[src/rtl/csr_access_ctrl.sv]
// ---------------------------------------------------------------------------
// csr_access_ctrl
//   Initiator side of the CSR set/clear bus. Takes one Zicsr request from the
//   execute stage, probes the addressed CSR (ack + old value, no side effect),
//   then issues at most one set/clear write pulse and returns the old value
//   (or an illegal-instruction flag) to the pipeline.
//
// Ports
//   clk_i, rst_i             clock / asynchronous active-low reset
//   req_*                    request from execute stage (valid/ready)
//   flush_i                  pipeline flush, drops the request in flight
//   csr_en_o/addr_o          CSR bus enable and address (PROBE and COMMIT only)
//   csr_set_o/csr_clear_o    write masks, non-zero only in COMMIT
//   csr_ack_i/csr_value_i    combinational ack and read value from the CSR
//   rsp_*                    response to the pipeline (valid/ready)
//   dbg_state_o              current FSM state for observation
//
// Handshakes: a transfer happens on a rising edge where valid and ready are
// both high. Once rsp_valid_o rises, rsp_rdata_o/rsp_illegal_o stay constant
// until that transfer (or a flush) takes place.
// ---------------------------------------------------------------------------
module csr_access_ctrl #(
    parameter int XLEN   = 32,
    parameter int ADDR_W = 12
) (
    input  logic              clk_i,
    input  logic              rst_i,
    input  logic              req_valid_i,
    output logic              req_ready_o,
    input  logic [2:0]        req_funct3_i,
    input  logic [ADDR_W-1:0] req_addr_i,
    input  logic [XLEN-1:0]   req_rs1_data_i,
    input  logic [4:0]        req_src_idx_i,
    input  logic              flush_i,
    output logic              csr_en_o,
    output logic [ADDR_W-1:0] csr_addr_o,
    output logic [XLEN-1:0]   csr_set_o,
    output logic [XLEN-1:0]   csr_clear_o,
    input  logic              csr_ack_i,
    input  logic [XLEN-1:0]   csr_value_i,
    output logic              rsp_valid_o,
    input  logic              rsp_ready_i,
    output logic [XLEN-1:0]   rsp_rdata_o,
    output logic              rsp_illegal_o,
    output logic [1:0]        dbg_state_o
);

    typedef enum logic [1:0] {
        S_IDLE   = 2'd0,
        S_PROBE  = 2'd1,
        S_COMMIT = 2'd2,
        S_RESP   = 2'd3
    } state_t;

    state_t            state_q, state_d;
    logic [1:0]        op_q, op_d;          // funct3[1:0]: 01 RW, 10 RS, 11 RC
    logic [ADDR_W-1:0] addr_q, addr_d;
    logic [XLEN-1:0]   src_q, src_d;
    logic [4:0]        src_idx_q, src_idx_d;
    logic [XLEN-1:0]   rdata_q, rdata_d;
    logic              illegal_q, illegal_d;

    logic wr;
    logic probe_illegal;

    // RW forms always write; set/clear forms write only with a non-zero source index.
    assign wr            = (op_q == 2'b01) || (src_idx_q != 5'd0);
    assign probe_illegal = !csr_ack_i || (wr && (addr_q[ADDR_W-1 -: 2] == 2'b11));

    always_comb begin
        state_d     = state_q;
        op_d        = op_q;
        addr_d      = addr_q;
        src_d       = src_q;
        src_idx_d   = src_idx_q;
        rdata_d     = rdata_q;
        illegal_d   = illegal_q;
        req_ready_o = 1'b0;
        csr_en_o    = 1'b0;
        csr_addr_o  = '0;
        csr_set_o   = '0;
        csr_clear_o = '0;
        rsp_valid_o = 1'b0;

        case (state_q)
            S_IDLE: begin
                req_ready_o = 1'b1;
                if (req_valid_i) begin
                    op_d      = req_funct3_i[1:0];
                    addr_d    = req_addr_i;
                    src_idx_d = req_src_idx_i;
                    src_d     = req_funct3_i[2] ? {{(XLEN-5){1'b0}}, req_src_idx_i}
                                                : req_rs1_data_i;
                    rdata_d   = '0;
                    // funct3 000/100 are not CSR ops: answer illegal without touching the bus.
                    if (req_funct3_i[1:0] == 2'b00) begin
                        illegal_d = 1'b1;
                        state_d   = S_RESP;
                    end else begin
                        illegal_d = 1'b0;
                        state_d   = S_PROBE;
                    end
                end
            end
            S_PROBE: begin
                csr_en_o   = 1'b1;
                csr_addr_o = addr_q;
                if (flush_i) begin
                    state_d = S_IDLE;
                end else begin
                    illegal_d = probe_illegal;
                    rdata_d   = probe_illegal ? '0 : csr_value_i;
                    state_d   = (probe_illegal || !wr) ? S_RESP : S_COMMIT;
                end
            end
            S_COMMIT: begin
                csr_en_o   = 1'b1;
                csr_addr_o = addr_q;
                case (op_q)
                    2'b01: begin
                        csr_set_o   = src_q;
                        csr_clear_o = ~src_q;
                    end
                    2'b10:   csr_set_o   = src_q;
                    2'b11:   csr_clear_o = src_q;
                    default: ;
                endcase
                // The pulse above goes out even on flush; only the response is dropped.
                state_d = flush_i ? S_IDLE : S_RESP;
            end
            S_RESP: begin
                rsp_valid_o = 1'b1;
                if (flush_i || rsp_ready_i) begin
                    state_d = S_IDLE;
                end
            end
            default: state_d = S_IDLE;
        endcase
    end

    assign rsp_rdata_o   = (state_q == S_RESP) ? rdata_q : '0;
    assign rsp_illegal_o = (state_q == S_RESP) && illegal_q;
    assign dbg_state_o   = state_q;

    always_ff @(posedge clk_i or negedge rst_i) begin
        if (!rst_i) begin
            state_q   <= S_IDLE;
            op_q      <= 2'b00;
            addr_q    <= '0;
            src_q     <= '0;
            src_idx_q <= 5'd0;
            rdata_q   <= '0;
            illegal_q <= 1'b0;
        end else begin
            state_q   <= state_d;
            op_q      <= op_d;
            addr_q    <= addr_d;
            src_q     <= src_d;
            src_idx_q <= src_idx_d;
            rdata_q   <= rdata_d;
            illegal_q <= illegal_d;
        end
    end

endmodule

[config.mk]
export PLATFORM = sky130hd
export DESIGN_NAME = csr_access_ctrl
export DESIGN_NICKNAME = d
export VERILOG_FILES = /design/src/rtl/csr_access_ctrl.sv
export SDC_FILE = /design/constraint.sdc
export NUM_CORES = 1
export LEC_CHECK = 0
export BUFFER_PORTS_ARGS = -buffer_cell sky130_fd_sc_hd__buf_2
export CAP_MARGIN = 20
export CORE_MARGIN = 3
export CORE_UTILIZATION = 48
export CTS_CLUSTER_SIZE = 25
export DETAILED_ROUTE_END_ITERATION = 6
export MAX_ROUTING_LAYER = met4
export PLACE_DENSITY = 0.78
export RECOVER_POWER = 50
export SYNTH_ARGS = -nofsm -noshare
export SYNTH_HDL_FRONTEND = slang
export SYNTH_SLANG_ARGS = --single-unit
[constraint.sdc]
create_clock -name clk_i -period 1.7 [get_ports clk_i]
set_input_delay 0.085 -clock clk_i [delete_from_list [all_inputs] [get_ports clk_i]]
set_output_delay 0.085 -clock clk_i [all_outputs]
set_load 0.05 [all_outputs]
## Word level (Yosys, flattened, before mapping)

Index checks and enable logic that the tools add are counted.

- Bits of input ports: 90
- Bits in registers: 86
- Output and inout bits: 114

- Multiplexer cells: 25
- Eq/ne operators: 10
- Reductions and logical operators: 17
- Bitwise gates (word level): 1

Operators by type and width:

| kind | count |
|---|---|
| 2-to-1 mux 32 bit | 8 |
| case mux 32 bit (2 select lines) | 2 |
| inverter 32 bit | 1 |
| 2-to-1 mux 12 bit | 1 |
| == test 2 bit, second input constant | 5 |
| 2-to-1 mux 2 bit | 5 |
| case mux 2 bit (4 select lines) | 1 |
| 2-to-1 mux 1 bit | 7 |
| != test 2 bit, second input constant | 3 |
| nonzero test 5 bit | 1 |
| == test 2 x 1 -> 1 bit, second input constant | 2 |
| logical NOT 2 bit | 2 |
| logical OR 1 bit | 4 |
| AND reduction 2 bit | 2 |
| OR reduction 2 bit | 2 |
| AND reduction 3 bit | 1 |
| logical AND 1 bit | 2 |
| logical NOT 1 bit | 2 |
| case mux 1 bit (2 select lines) | 1 |
| nonzero test 2 bit | 1 |

## Depth between registers and ports, before layout

- Depth after elaboration: 8
- Gate-level depth with buffers: 7

## Least setup slack after synthesis

OpenSTA, ideal clock, no wires.

- Path type: register to register
- From: reg state_q[1] (netlist: dbg_state_o[1])
- To: reg rdata_q[10]
- Path slack: -0.544 ns
- Library setup time: 0.122 ns
- Path buffers: 2
- Period minus slack after synthesis: 2.244 ns
- Data arrival time: 2.123 ns
- Cell stages (with the launch flop): 8
- Cells stage by stage: dfrtp_1 -> inv_1 -> ha_1 -> nand2b_2 -> and2_1 -> buf_6 -> buf_6 -> a32o_1

- Cells in the longest elaborated chain, start to end: 3
- Elaborated cells on any way between the ends: 7

Ends and longest elaborated chain:

| element | line | RTL |
|---|---|---|
| start: declaration | 55 | `state_t state_q, state_d;` |
| start signal: assignment | 155 | `state_q <= state_d;` |
| == test 2 x 1 -> 1 bit / logical NOT 2 bit (equally long branches) | 85 | `case (state_q)` |
| != test 2 bit (no source line) / nonzero test 2 bit (equally long branches) | -- |  |
| AND reduction 3 bit (no source line) | -- |  |
| end signal: assignment | 160 | `rdata_q <= rdata_d;` |
| end: declaration | 60 | `logic [XLEN-1:0] rdata_q, rdata_d;` |

Several ways; a longest one is shown, not always the timed one.
A chain may end at the register's enable or synchronous reset.

## Worst setup path after layout

- From: reg op_q[1]
- To: out csr_clear_o[19]

- Cells in the longest elaborated chain, start to end: 3
- Elaborated cells on any way between the ends: 4

Ends and longest elaborated chain:

| element | line | RTL |
|---|---|---|
| start: declaration | 56 | `logic [1:0] op_q, op_d;` |
| start signal: assignment | 156 | `op_q <= op_d;` |
| == test 2 bit / == test 2 x 1 -> 1 bit (equally long branches) | 119 | `case (op_q)` |
| case mux 32 bit (2 select lines) (*) | 119 |  |
| 2-to-1 mux 32 bit (*) | 85 |  |
| end: declaration | 38 | `output logic [XLEN-1:0] csr_clear_o,` |

Every way passes the cells marked *; elsewhere a longest branch is shown, timed or not.

==> results.ini <==
[global_routing]
grt_first_pass_wirelength_mm=25.4
grt_max_degree=49
track_usage_pct=29.7
antenna_found_initial=0
overflow=0
grt_pass1_vias=5008

[hold_path]
holdPathStages=2
hp-class=primary input to flop
hp-start=csr_value_i[8]
whs_endpoint=rdata_q[8]

[placement]
hpwl_mm=8.84
dp_cells=758
portBuffers=203
place.gp.congestion=0.855

[floorplan]
die_y_um=104
start_util_pct=49.8
core_sq_um=9330
dieArea_sq_um=10900
ioPinCount=204
rows=35
die_w_um=104

[worst_setup_path]
cp.arrival_ns=1.77
cpMaxStageDelayCell=dfrtp_1
crit_path_end_kind=output pin
worstPathCellList=buf_4 > ha_2 > clkbuf_16 > mux2i_1 > nor2_1 > buf_6
critPathMaxStageDelay_ns=0.41
r2r-end=src_idx_q[2]
cp_top_family=buffers and inverters
crit_required_ns=1.62
r2r-start=dbg_state_o[0]
crit_type=flop to output pin
start_kind=flop
cp_num_buf_inv=3
r2r_cells=6
rrSetupSlack_ns=-0.07
crit_path_start=op_q[1]
path_max_fanout=16

[timing]
setup_tns_ns=-6.81
finClkSkew_ns=0.0167
fin_ws_ns=-0.152
fmax_ghz=0.540
whs_ns=0.0107
hold_viol_final=0
worstMarginPinSlew_ns=1.00
rsz0062_at_grt=yes
slew_viol_final=0
setup_viol=81
finalCritPeriodShare_pct=109
maxSlewHeadroom_pct=33.1
fin_crit_ns=1.85

[synth]
synth-edff-count=0
yosys-top-cells-area=dfrtp_1 (46%), and2_1 (10%), mux2i_1 (8.2%), a32o_1 (6.9%), mux2_2 (4.6%)
netlist-cell-type-count=33
async_flop_share_pct=100
yosysSeqAreaShare_pct=46.3
yosysTopAreaCell=dfrtp_1
synth.top_cell.area_share_pct=46.3
avgSynthCellArea_sq_um=10.3
syn_inst=451
synth_common_cells=dfrtp_1 (86), and2_1 (78), mux2i_1 (38)
synth.most_common_cell=dfrtp_1
syn_area_sq_um=4650
ys_ff_latch=86
ys.flop_type=dfrtp_1
syn_nets=547
ys_warn_count=0

[cells_and_area]
fin_util_pct=85.3
drive_gt1_share_pct=49.5
syn2layout_area_growth_pct=71.1
final_cells=860
final.fill_count=462
antenna_cells=0
fin_nets=822

[power]
p_per_area_nw_per_um2=1600
p_sw_mw=5.89
comb_power_share_pct=58.9
seqPwrFrac_pct=29.0
p_sw_share_pct=46.4
total_power_mw=12.7
leakage_nw=3.69
p_int_mw=6.81
ir_drop_mv=1.17
clkPwrFrac_pct=12.1

[routing]
remaining_drc_errors=0
drt_iter0_drc=217
wirelength_mm=17.6
antenna_left=0
dr.pass1.iters=5
routedWlPerCell_um=20.5
via_per_inst=5.55
vias=4777

[outcome]
violations=setup timing
status=finished, violations left

[clock_tree]
cts_sinks=86
cts_root_buffer=clkbuf_8
cts_tree=built
clk_latency_ns=0.35
h-tree-depth=3
clk_path_buf_depth=2
cts_buffers=9
cts.reportedPaths.clkPinSlew_ns=0.10

[run]
maxCapViolCount=0

==> metrics by stage <==
stage / setup WS, ns / instance area [sq um]
2_1_floorplan: -0.223 / 4800
3_3_place_gp: 0.0410 / 5970
3_5_place_dp: 0.00675 / 5970
4_1_cts: -0.113 / 7660
5_1_grt: -0.207 / 7960
6_report: -0.152 / 7960
==> worst max-delay path by stage <==
stage / endpoint / slack (ns) / depth (start not counted)
global placement: csr_set_o[29] / 0.04 / 7
finish: csr_clear_o[19] / -0.15 / 6
global route: csr_set_o[5] / -0.21 / 7
floorplan: csr_clear_o[10] / -0.22 / 5
detailed placement: csr_set_o[15] / 0.007 / 7
CTS: csr_set_o[13] / -0.11 / 8
==> cells by family (layout without fill, tap and decap cells) <==
kind of cell             count (synthesis)  in the layout  synth area share (%)
flip-flops                              86             86                  46.3
AO/OA/AOI/OAI                           76             76                  12.7
buffers and inverters                   45            325                  5.30
multiplexers                            57             57                  12.8
adder cells (fa/ha/maj)                  6              6                  1.61
AND/OR/NAND/NOR                        181            181                  21.3
==> sequential cells by signal, summed over array words and instances (netlist names) <==
register,flops
src_idx_q,5
rdata_q,32
addr_q,12
src_q,32
illegal_q,1
dbg_state_o,2
op_q,2
==> area by class of cell <==
type	instances	area (sq um)	area share, %
inverters	6	30.0	0.377
flip-flops and latches	86	2160	27.1
multi-input cells	320	2490	31.3
repair buffers	303	2910	36.6
clock inverters	6	68.8	0.865
well taps	129	161	2.03
clock buffers	10	138	1.73
==> placed cells by master, fill, tap and decap left out, drive strengths merged, types with 2 or more instances in the layout <==
cell type,instances
a32o,32
ha,6
o21ai,33
inv,7
clkbuf,16
and2,78
mux2,19
dfrtp,86
clkinv,3
buf,221
nand2b,30
nand2,33
mux2i,38
dlygate4sd3,76
nor2,35
nor2b,2
==> power groups by stage <==
stage                     registers [mW]  logic (mW)  clock network (mW)
after floorplan                     3.47        4.55                   0
after global placement              3.55        5.75                   0
after detailed placement            3.61        5.87                   0
after CTS                           3.57        6.72                1.52
after global routing                3.74        7.86                1.65
final                               3.68        7.48                1.54
==> what timing repair did <==
item                       4_1_cts  5_1_grt
gates cloned                     1        3
hold buffers                    76        0
hold endpoints to repair       113        0
resized for setup              203       72
pin swaps                        3        4
setup endpoints to repair       69      141
buffers inserted                 6        1
==> layer usage <==
| layer | part of all wire (%) | global-route usage, % | up-vias |
|---|---|---|---|
| li1 | - | - | 2092 |
| met1 | 37 | 31.9 | 2370 |
| met2 | 54 | 52.7 | 245 |
| met3 | 4.8 | 5.28 | 70 |
| met4 | 4.4 | 14.8 | 0 |
| met5 | 0 | - | - |
Note: power is estimated with default switching activity, not from simulation.
